`src/rtl/hazard_ctrl.sv`:
```
// Hazard and control unit for the 5-stage RV32 pipeline: shadows the E/M/W
// destination/control bits and derives stall, flush and forwarding selects.
module hazard_ctrl #(
    parameter int REG_AW = 5,
    parameter bit FWD_EN = 1'b1,
    parameter int CNT_W  = 32
) (
    input  logic              clk,
    input  logic              rst,
    input  logic              valid_d,
    input  logic [REG_AW-1:0] rs1_d,
    input  logic [REG_AW-1:0] rs2_d,
    input  logic              use_rs1_d,
    input  logic              use_rs2_d,
    input  logic [REG_AW-1:0] rd_d,
    input  logic              reg_write_d,
    input  logic [1:0]        result_src_d,
    input  logic              mem_write_d,
    input  logic              pc_src_e,
    input  logic              mem_ready_m,
    output logic              stall_f,
    output logic              stall_d,
    output logic              stall_e,
    output logic              stall_m,
    output logic              flush_d,
    output logic              flush_e,
    output logic [1:0]        forward_a_e,
    output logic [1:0]        forward_b_e,
    output logic [CNT_W-1:0]  stall_cnt,
    output logic [CNT_W-1:0]  flush_cnt
);

    typedef struct packed {
        logic              valid;
        logic [REG_AW-1:0] rd;
        logic              reg_write;
        logic              is_load;
        logic              is_mem;
    } stage_t;

    localparam stage_t            STAGE_EMPTY = '{default: 1'b0};
    localparam logic [REG_AW-1:0] REG_ZERO    = {REG_AW{1'b0}};
    localparam logic [CNT_W-1:0]  CNT_ZERO    = {CNT_W{1'b0}};
    localparam logic [CNT_W-1:0]  CNT_ONE     = {{(CNT_W-1){1'b0}}, 1'b1};

    stage_t            e_r;
    stage_t            m_r;
    stage_t            w_r;
    logic [REG_AW-1:0] e_rs1_r;
    logic [REG_AW-1:0] e_rs2_r;
    logic              e_use_rs1_r;
    logic              e_use_rs2_r;

    stage_t            d_s;
    logic              mem_busy_s;
    logic              branch_s;
    logic              dep_e_s;
    logic              dep_m_s;
    logic              raw_stall_s;

    // A stage only produces a usable result when valid, writing, and not targeting x0.
    function automatic logic writes_reg(input stage_t s);
        return s.valid & s.reg_write & (s.rd != REG_ZERO);
    endfunction

    function automatic logic reads_reg(input logic [REG_AW-1:0] rd,
                                       input logic              use1,
                                       input logic [REG_AW-1:0] rs1,
                                       input logic              use2,
                                       input logic [REG_AW-1:0] rs2);
        return (use1 & (rs1 == rd)) | (use2 & (rs2 == rd));
    endfunction

    function automatic logic [1:0] fwd_sel(input stage_t            m,
                                           input stage_t            w,
                                           input logic              use_rs,
                                           input logic [REG_AW-1:0] rs);
        logic [1:0] sel;
        sel = 2'b00;
        if (use_rs && writes_reg(m) && (m.rd == rs)) begin
            sel = 2'b10;
        end else if (use_rs && writes_reg(w) && (w.rd == rs)) begin
            sel = 2'b01;
        end else begin
            sel = 2'b00;
        end
        return sel;
    endfunction

    assign d_s.valid     = valid_d;
    assign d_s.rd        = rd_d;
    assign d_s.reg_write = reg_write_d;
    assign d_s.is_load   = (result_src_d == 2'b01);
    assign d_s.is_mem    = (result_src_d == 2'b01) | mem_write_d;

    // Raw hazard terms from shadow state and decode-stage inputs.
    always_comb begin
        mem_busy_s = m_r.valid & m_r.is_mem & ~mem_ready_m;
        branch_s   = e_r.valid & pc_src_e;
        dep_e_s    = valid_d & writes_reg(e_r)
                   & reads_reg(e_r.rd, use_rs1_d, rs1_d, use_rs2_d, rs2_d);
        dep_m_s    = valid_d & writes_reg(m_r)
                   & reads_reg(m_r.rd, use_rs1_d, rs1_d, use_rs2_d, rs2_d);
        if (FWD_EN) begin
            raw_stall_s = dep_e_s & e_r.is_load;
        end else begin
            raw_stall_s = dep_e_s | dep_m_s;
        end
    end

    // Prioritised stall/flush decision and forwarding selects.
    always_comb begin
        stall_f     = 1'b0;
        stall_d     = 1'b0;
        stall_e     = 1'b0;
        stall_m     = 1'b0;
        flush_d     = 1'b0;
        flush_e     = 1'b0;
        forward_a_e = 2'b00;
        forward_b_e = 2'b00;
        if (mem_busy_s) begin
            stall_f = 1'b1;
            stall_d = 1'b1;
            stall_e = 1'b1;
            stall_m = 1'b1;
        end else if (branch_s) begin
            flush_d = 1'b1;
            flush_e = 1'b1;
        end else if (raw_stall_s) begin
            stall_f = 1'b1;
            stall_d = 1'b1;
            flush_e = 1'b1;
        end else begin
            stall_f = 1'b0;
        end
        if (FWD_EN) begin
            forward_a_e = fwd_sel(m_r, w_r, e_use_rs1_r, e_rs1_r);
            forward_b_e = fwd_sel(m_r, w_r, e_use_rs2_r, e_rs2_r);
        end else begin
            forward_a_e = 2'b00;
            forward_b_e = 2'b00;
        end
    end

    // Shadow pipeline advance; everything freezes while the data memory is busy.
    always_ff @(posedge clk or posedge rst) begin
        if (rst) begin
            e_r         <= STAGE_EMPTY;
            m_r         <= STAGE_EMPTY;
            w_r         <= STAGE_EMPTY;
            e_rs1_r     <= REG_ZERO;
            e_rs2_r     <= REG_ZERO;
            e_use_rs1_r <= 1'b0;
            e_use_rs2_r <= 1'b0;
        end else if (!mem_busy_s) begin
            w_r <= m_r;
            m_r <= e_r;
            if (flush_e) begin
                e_r         <= STAGE_EMPTY;
                e_rs1_r     <= REG_ZERO;
                e_rs2_r     <= REG_ZERO;
                e_use_rs1_r <= 1'b0;
                e_use_rs2_r <= 1'b0;
            end else begin
                e_r         <= d_s;
                e_rs1_r     <= rs1_d;
                e_rs2_r     <= rs2_d;
                e_use_rs1_r <= use_rs1_d;
                e_use_rs2_r <= use_rs2_d;
            end
        end else begin
            w_r <= w_r;
            m_r <= m_r;
            e_r <= e_r;
        end
    end

    // Performance counters, wrapping naturally at the counter width.
    always_ff @(posedge clk or posedge rst) begin
        if (rst) begin
            stall_cnt <= CNT_ZERO;
            flush_cnt <= CNT_ZERO;
        end else begin
            if (stall_f) begin
                stall_cnt <= stall_cnt + CNT_ONE;
            end else begin
                stall_cnt <= stall_cnt;
            end
            if (flush_d) begin
                flush_cnt <= flush_cnt + CNT_ONE;
            end else begin
                flush_cnt <= flush_cnt;
            end
        end
    end

endmodule

```
`config.mk`:
```
export PLATFORM = sky130hd
export DESIGN_NAME = hazard_ctrl
export DESIGN_NICKNAME = d
export VERILOG_FILES = /design/src/rtl/hazard_ctrl.sv
export SDC_FILE = /design/constraint.sdc
export NUM_CORES = 1
export LEC_CHECK = 0
export BUFFER_PORTS_ARGS = -buffer_cell sky130_fd_sc_hd__buf_2
export CAP_MARGIN = 0
export CORE_MARGIN = 2
export CORE_UTILIZATION = 49
export DETAILED_ROUTE_END_ITERATION = 7
export PLACE_DENSITY = 0.73
export SLEW_MARGIN = 15
export SYNTH_ARGS = -nofsm -noshare
export SYNTH_HDL_FRONTEND = slang
export SYNTH_SLANG_ARGS = --single-unit
```
`constraint.sdc`:
```
create_clock -name clk -period 5.6 [get_ports clk]
set_clock_uncertainty 0.15 [all_clocks]
set_input_delay 1.12 -clock clk [delete_from_list [all_inputs] [get_ports clk]]
set_output_delay 1.12 -clock clk [all_outputs]
set_load 0.02 [all_outputs]
```
Yosys cells after proc, flatten, opt, wreduce, memory -nomap -nowiden
Cells that the tools add are included.
- register bits: 100
- latch bits: 0
- memory bits (writable): 0
- memory bits (read-only): 0
- bits of input ports: 26
- output and inout port bits: 74
- word-level logic and storage cells: 72
- memories kept: 0
- add/subtract/negate cells: 2
- $mul: 0
- div/mod/pow operators: 0
- order comparisons: 0
- eq/ne operators: 7
- shifts and indexed selects: 0
- mux-type cells: 17
- bitwise gates (word level): 17
- reductions and logical operators: 11
- operators by type and width (cell ; number):
    adder 32 x 1 -> 32 bit (second input constant) ; 2
    == test 5 bit ; 6
    nonzero test 5 bit ; 3
    bitwise AND 1 bit ; 14
    two-way mux 1 bit ; 12
    two-way mux 5 bit ; 2
    two-way mux 9 bit ; 1
    logical AND 1 bit ; 8
    two-way mux 2 bit ; 2
    == test 2 x 1 -> 1 bit (second input constant) ; 1
    bitwise OR 1 bit ; 2
    NOT 1 bit ; 1

Longest topological paths before layout
Gate-level depths: netlist (run 1).
- depth in word-level cells: 9
- depth in mapped cells: 8

Worst setup path after synthesis (run 1)
OpenSTA, ideal clock, no wires.
- path type: input port to output port
- start: input port mem_ready_m
- end: output port stall_m
- arrival time: 2.405 ns
- required time: 4.330 ns
- path slack: 1.925 ns
- stages on the path: 5
- path buffers: 3
- cells stage by stage: nand3b_4 -> inv_1 -> clkbuf_1 -> buf_1 -> buf_4
- cells in the longest elaborated chain, start to end: 3
- ends and longest elaborated chain (what ; RTL line ; source):
    start, declared ; 20 ; input logic mem_ready_m,
    NOT 1 bit ; 98 ; mem_busy_s = m_r.valid & m_r.is_mem & ~mem_ready_m;
    bitwise AND 1 bit ; 98 ;
    two-way mux 1 bit ; n/a ;
    end, declared ; 24 ; output logic stall_m,
No other way between the ends.

Worst setup path after layout (run 1)
- start: input port mem_ready_m
- end: output port flush_e
- cells in the longest elaborated chain, start to end: 3
- ends and longest elaborated chain (what ; RTL line ; source):
    NOT 1 bit ; 98 ;
    bitwise AND 1 bit ; 98 ;
    two-way mux 1 bit ; 121 ; if (mem_busy_s) begin
    end, declared ; 26 ; output logic flush_e,
No other way between the ends.

==> summary.txt, run 1 <==
Synthesis
  • Syn Std Cell Area: around 4600 sq um
  • Share of the synthesized area in the top cell type: a little over half
  • Largest cells by area after synthesis: dfrtp_1 (54%), xnor2_1 (14%), nand2_1 (5.4%)
  • Post-Syn Instances: a little over 400
  • Synthesis warning total: 0
  • Leading area contributor after synthesis: dfrtp_1
  • Syn avg cell area: ~11 sq um
  • Commonest cells in the netlist: dfrtp_1 (100), xnor2_1 (75), nand2_1 (66)
  • Total of flip-flops plus latches after synthesis: 100
  • Yosys cell types: 40
  • Most common cell in the netlist: dfrtp_1
  • Ys flop type: dfrtp_1
  • Post-synth net total: 440
  • Seq/Total Area, Yosys: a little over half
  • Post-synth EDFFs: 0
  • Post-synth ARST share: between 90% and 100%

Global routing
  • Total track usage: around 20%
  • Number of antenna violations at the first check in global routing: 0
  • GRT overflow: 0
  • Largest net degree at the start of global routing: between 50 and 60
  • Global-route wire length before repair: between 15000 and 20000 um
  • Vias in the first global route: approximately 3300

Routing
  • Detailed-router iteration count before antenna repair: 4
  • Via-to-Cell Ratio: approximately 5.5
  • DR WL/cell: roughly 15 um
  • DRC viols: 0
  • Initial drt markers: 86
  • ANT nets after route: 0
  • Routed via count: about 3400
  • WL final: 9635 um

Run status
  • Status: finished clean

Place
  • Dpl cells: between 600 and 700
  • RD Place Congestion: between 0.8 and 0.9
  • Hpwl dp: between 7000 and 8000 um
  • Buffers on Ports: 99

Die
  • Core footprint: slightly above 9000 sq um
  • Top Ports: 100
  • Die Area: 10180 sq um
  • Initial Utilization: roughly half
  • Die Ht: around 100 um
  • Rows: 35
  • Die X: 100.9 um

Timing
  • Max Fclk: 272.8 MHz
  • Least-Margin Pin Slew: 1.200 ns
  • Relative slew slack: ~20%
  • Fin. Hold Viols: 0
  • Setup TNS: 0 ns
  • Unrepaired setup endpoints after global routing: no
  • Setup violations, final: 0
  • Tcrit/Tclk final: ~65%
  • Minimum clock period: 3.665 ns
  • Max-slew violations: 0

Worst setup path
  • WS Path Type: in -> out
  • CP Data Required Time: ~4.3 ns
  • Crit path launch type: input port
  • Setup crit end kind: primary output
  • Delay-heaviest family, CP: buffers and inverters
  • WP buf/inv: 4
  • Crit path cell chain: buf_2 > nand3b_4 > inv_1 > buf_4 > nor2_1 > buf_2
  • Crit path DAT: 2.40 ns
  • Crit path top cell by count: buf_2
  • Crit Path Max Fanout: 35
  • Crit-path slowest cell: buf_4
  • CP peak stage delay: ~0.39 ns

CTS
  • Setup Buffers After CTS: 0
  • H-tree levels: 3
  • Post-CTS resize count: 0
  • CTS Root Cell: clkbuf_8
  • Deepest clock path buffer count: 2
  • Hold bufs inserted after CTS: 0
  • CTS tree: yes
  • Worst skew pair latency: about 0.35 ns
  • Clk slew on worst S/H paths: roughly 0.090 ns
  • Total clock sinks: 100
  • CTS Buf Count: 9

Power and ir drop
  • Max IR drop VDD: approximately 0.12 mV
  • Leakage: 2.683 nW
  • PwrDens: 324.2 nW/um^2
  • Final total power: about 1.7 mW

Hold path
  • Hold Crit Class: reg -> reg

Layout
  • Ratio of cells with drive above 1 in the final layout: around 24%
  • Finished Layout Cells: approximately 630
  • Diodes inserted: 0
  • Area growth, synth to finish: 17.00%
  • Nets: 540

Job
  • Max Cap Viol: 0
## stage by stage
stage | hold WS [ns] | worst slack [ns] | utilization [%] | instance area (sq um)
2_1_floorplan | 0.2851 | 1.711 | - | 4601
3_3_place_gp | 0.3048 | 1.957 | 56.72 | 5191
3_5_place_dp | 0.3082 | 1.944 | 56.72 | 5191
4_1_cts | 0.3256 | 1.943 | 58.81 | 5383
5_1_grt | 0.3527 | 1.811 | 58.81 | 5383
6_report | 0.3183 | 1.935 | 58.81 | 5383
## routing by layer
metal  part of all wire [%]  global-route usage, %
met1                     47                  27.40
met2                     47                  31.90
met3                    4.7                  3.953
met4                    1.1                  5.301
met5                      0                      0
## worst paths after layout
kind / to / cells past startpoint / from / slack (ns)
setup reg to reg: flush_cnt[25] / 8 / m_r[8] / 2.92
max in group asynchronous: m_r[2] / 3 / rst / 3.55
hold reg to reg: flush_cnt[31] / 1 / flush_cnt[31] / 0.32
hold / removal: flush_cnt[31] / 1 / flush_cnt[31] / 0.32
min in group asynchronous: flush_cnt[12] / 2 / rst / 0.70
setup / recovery: flush_e / 6 / mem_ready_m / 1.93
## worst register-to-register path, cell delays in order (launching register included)
cell      delay, ns
dfrtp_1        0.43
nand3b_4       0.21
inv_1          0.17
buf_4          0.29
nor4b_4        0.49
nand2_1        0.19
nor2_1         0.34
nand4_1        0.17
xnor2_1        0.15
## kinds of logic (layout without fill, tap and decap cells)
group	count (synthesis)	in the layout	share of synthesized area [%]
AOI/OAI and AO/OA	31	31	5.494
xor gates and xnor gates	92	92	17.51
adders and majority gates	2	2	0.5438
buffers and inverters	18	122	1.822
DFF	100	100	54.39
muxes	2	2	0.4895
and+or+nand+nor	167	167	19.74
## cell type report
cell class                 count  area, sq um
fill                         793         3770
multi-input combinational    294         2014
clock buffer                  11        141.4
sequential                   100         2502
timing repair buffer         101        510.5
clock inverter                 4        50.05
tap                          111        138.9
inverter                       6        25.02
## power breakdown
part | total [mW] | internal, mW | leakage (nW) | switching, mW
Sequential | 0.935 | 0.812 | 1.32 | 0.123
Clock | 0.451 | 0.216 | 0.0914 | 0.235
Combinational | 0.359 | 0.161 | 1.28 | 0.197
Total | 1.74 | 1.19 | 2.68 | 0.556
## state kept, by name, indices dropped and copies added, names as in the netlist
signal,cells
e_r,9
e_use_rs1_r,1
flush_cnt,32
e_use_rs2_r,1
w_r,7
e_rs2_r,5
stall_cnt,32
e_rs1_r,5
m_r,8
## placed cells by master (no fill, tap or decap), types with 3 or more instances in the layout
master and count:
nand2_1 66, nand4_1 23, inv_1 5, and3_1 7, xnor2_1 75, nand3_1 24, nor3_1 8, buf_2 99
a22o_1 21, clkbuf_8 10, and4_1 9, xor2_1 17, and2_1 3, nor2_1 10, dfrtp_1 100
Power figures use the tool's default switching activity.
==> run 2, diff against run 1 <==
- PLACE_DENSITY: 0.73 -> 0.76
- clock period: 5.6 -> 3.3 ns (I/O delays scaled with it)
==> run 2 against run 1 <==
Flip-flop and latch count unchanged. Utilization increased by 0.66 points. Clock power up 89%. Sequential share of layout area decreased by 0.51 points.
==> summary.txt, run 2 (synthesized netlist as in run 1, its figures left out) <==
Routing
  • DRC viols: 0
  • WL final: between 10000 and 15000 um
  • DR WL/cell: roughly 16 um
  • Routed via count: around 3400
  • Via-to-Cell Ratio: between 5 and 6
  • Initial drt markers: 135
  • ANT nets after route: 0
  • Detailed-router iteration count before antenna repair: 4

Timing
  • Setup TNS: 0 ns
  • Max-slew violations: 0
  • Fin. Hold Viols: 0
  • Relative slew slack: between 50% and 60%
  • Tcrit/Tclk final: about 90%
  • Unrepaired setup endpoints after global routing: no
  • Minimum clock period: a little under 3 ns
  • Fin Hold WS: ~0.2 ns
  • Final worst slack: roughly 0.42 ns
  • Least-Margin Pin Slew: approximately 0.74 ns
  • Setup violations, final: 0
  • Max Fclk: around 350 MHz

CTS
  • Clk slew on worst S/H paths: about 0.09 ns
  • Total clock sinks: 100
  • Post-CTS resize count: 0
  • Deepest clock path buffer count: 2
  • Setup Buffers After CTS: 0
  • H-tree levels: 3
  • CTS Buf Count: 9
  • CTS tree: yes
  • Hold bufs inserted after CTS: 0
  • Worst skew pair latency: ~0.36 ns
  • CTS Root Cell: clkbuf_8

Global routing
  • Number of antenna violations at the first check in global routing: 0
  • Largest net degree at the start of global routing: 77
  • Global-route wire length before repair: approximately 16000 um
  • Vias in the first global route: roughly 3200
  • Total track usage: approximately a fifth
  • GRT overflow: 0

Worst setup path
  • Reg-to-reg slack, setup: roughly 0.9 ns
  • Crit path DAT: between 2 and 2.5 ns
  • WS Path Type: reg -> out
  • Crit path launch: m_r[4]
  • Crit Path Max Fanout: 5
  • FF-to-FF Start: m_r[8]
  • Setup crit end kind: primary output
  • CP Capture Point: forward_a_e[0]
  • Crit path launch type: register
  • R2r endpoint: flush_cnt[31]
  • CP Data Required Time: 2.49 ns
  • Worst R2R Path Depth: 7

Layout
  • Fillcell total: approximately 790
  • Commonest non-fill, non-tap cell in the layout: dfrtp_1
  • Most frequent cells in the layout: dfrtp_1 (100), buf_2 (99), xnor2_1 (75)
  • Largest registers: flush_cnt (32), stall_cnt (32), e_r (9)
  • Reg area: between 2000 and 3000 sq um
  • Diodes inserted: 0
  • Nets: between 500 and 600
  • Ratio of cells with drive above 1 in the final layout: 25.00%
  • Area growth, synth to finish: 18.30%
  • Multi-input logic area: 2014 sq um

Job
  • Max Cap Viol: 0

Die
  • Die Area: 10180 sq um
  • Initial Utilization: roughly half
  • Die X: approximately 100 um
  • Rows: 35
  • Top Ports: 100
  • Die Ht: 100.9 um
  • Core footprint: 9153 sq um

Place
  • RD Place Congestion: 0.8216
  • Buffers on Ports: between 90 and 100
  • Hpwl dp: 7215 um
  • Pre-CTS WS: between 0.5 and 0.6 ns

Hold path
  • Hold Crit Class: in -> async

Power and ir drop
  • Max IR drop VDD: 0.2638 mV
  • PwrDens: 562.5 nW/um^2
  • Leakage: 2.718 nW

Run status
  • Status: finished clean
-- run 2: how the worst min path moves through the flow --
stage,endpoint,depth (start not counted),slack [ns],start
global route,flush_cnt[16],2,0.22,rst
finish,flush_cnt[15],2,0.20,rst
floorplan,m_r[0],1,0.29,e_r[0]
detailed placement,stall_cnt[31],1,0.31,stall_cnt[31]
CTS,flush_cnt[16],2,0.20,rst
global placement,w_r[2],2,0.31,w_r[2]
-- run 2: metrics by stage --
stage	power (mW)	util [%]	instances	area, sq um
after floorplan	2.018	-	412	4604
after global placement	2.204	57.12	615	5228
after detailed placement	2.236	57.12	615	5228
after CTS	3.088	59.47	631	5443
after global routing	3.225	59.47	631	5443
final	3.061	59.47	631	5443
-- run 2: layout make-up --
cell class | instances | area share (%)
Clock buffer | 10 | 2.345
Multi-Input combinational cell | 294 | 37.01
Tap cell | 111 | 2.552
Sequential cell | 100 | 45.98
Clock inverter | 6 | 1.609
Inverter | 6 | 0.4828
Timing Repair Buffer | 104 | 10.02
-- run 2: worst max-delay path, stage by stage, from the launching register on --
cell and delay [ns]:
dfrtp_1 0.44, or4_1 0.55, o211ai_1 0.25, nor3_1 0.11
nor3_1 0.18, buf_2 0.19
-- run 2: power breakdown --
group | total (mW) | switching, mW | leakage, nW | internal, mW
combinational | 0.620 | 0.342 | 1.29 | 0.278
sequential | 1.59 | 0.210 | 1.32 | 1.38
clock | 0.854 | 0.425 | 0.111 | 0.429
total | 3.06 | 0.976 | 2.72 | 2.09
-- run 2: routing by layer --
metal / track usage (%) / routed length [um]
met1: 28.38 / 4487
met2: 31.13 / 4754
met3: 6.519 / 643
met4: 5.509 / 146
met5: 0 / 0
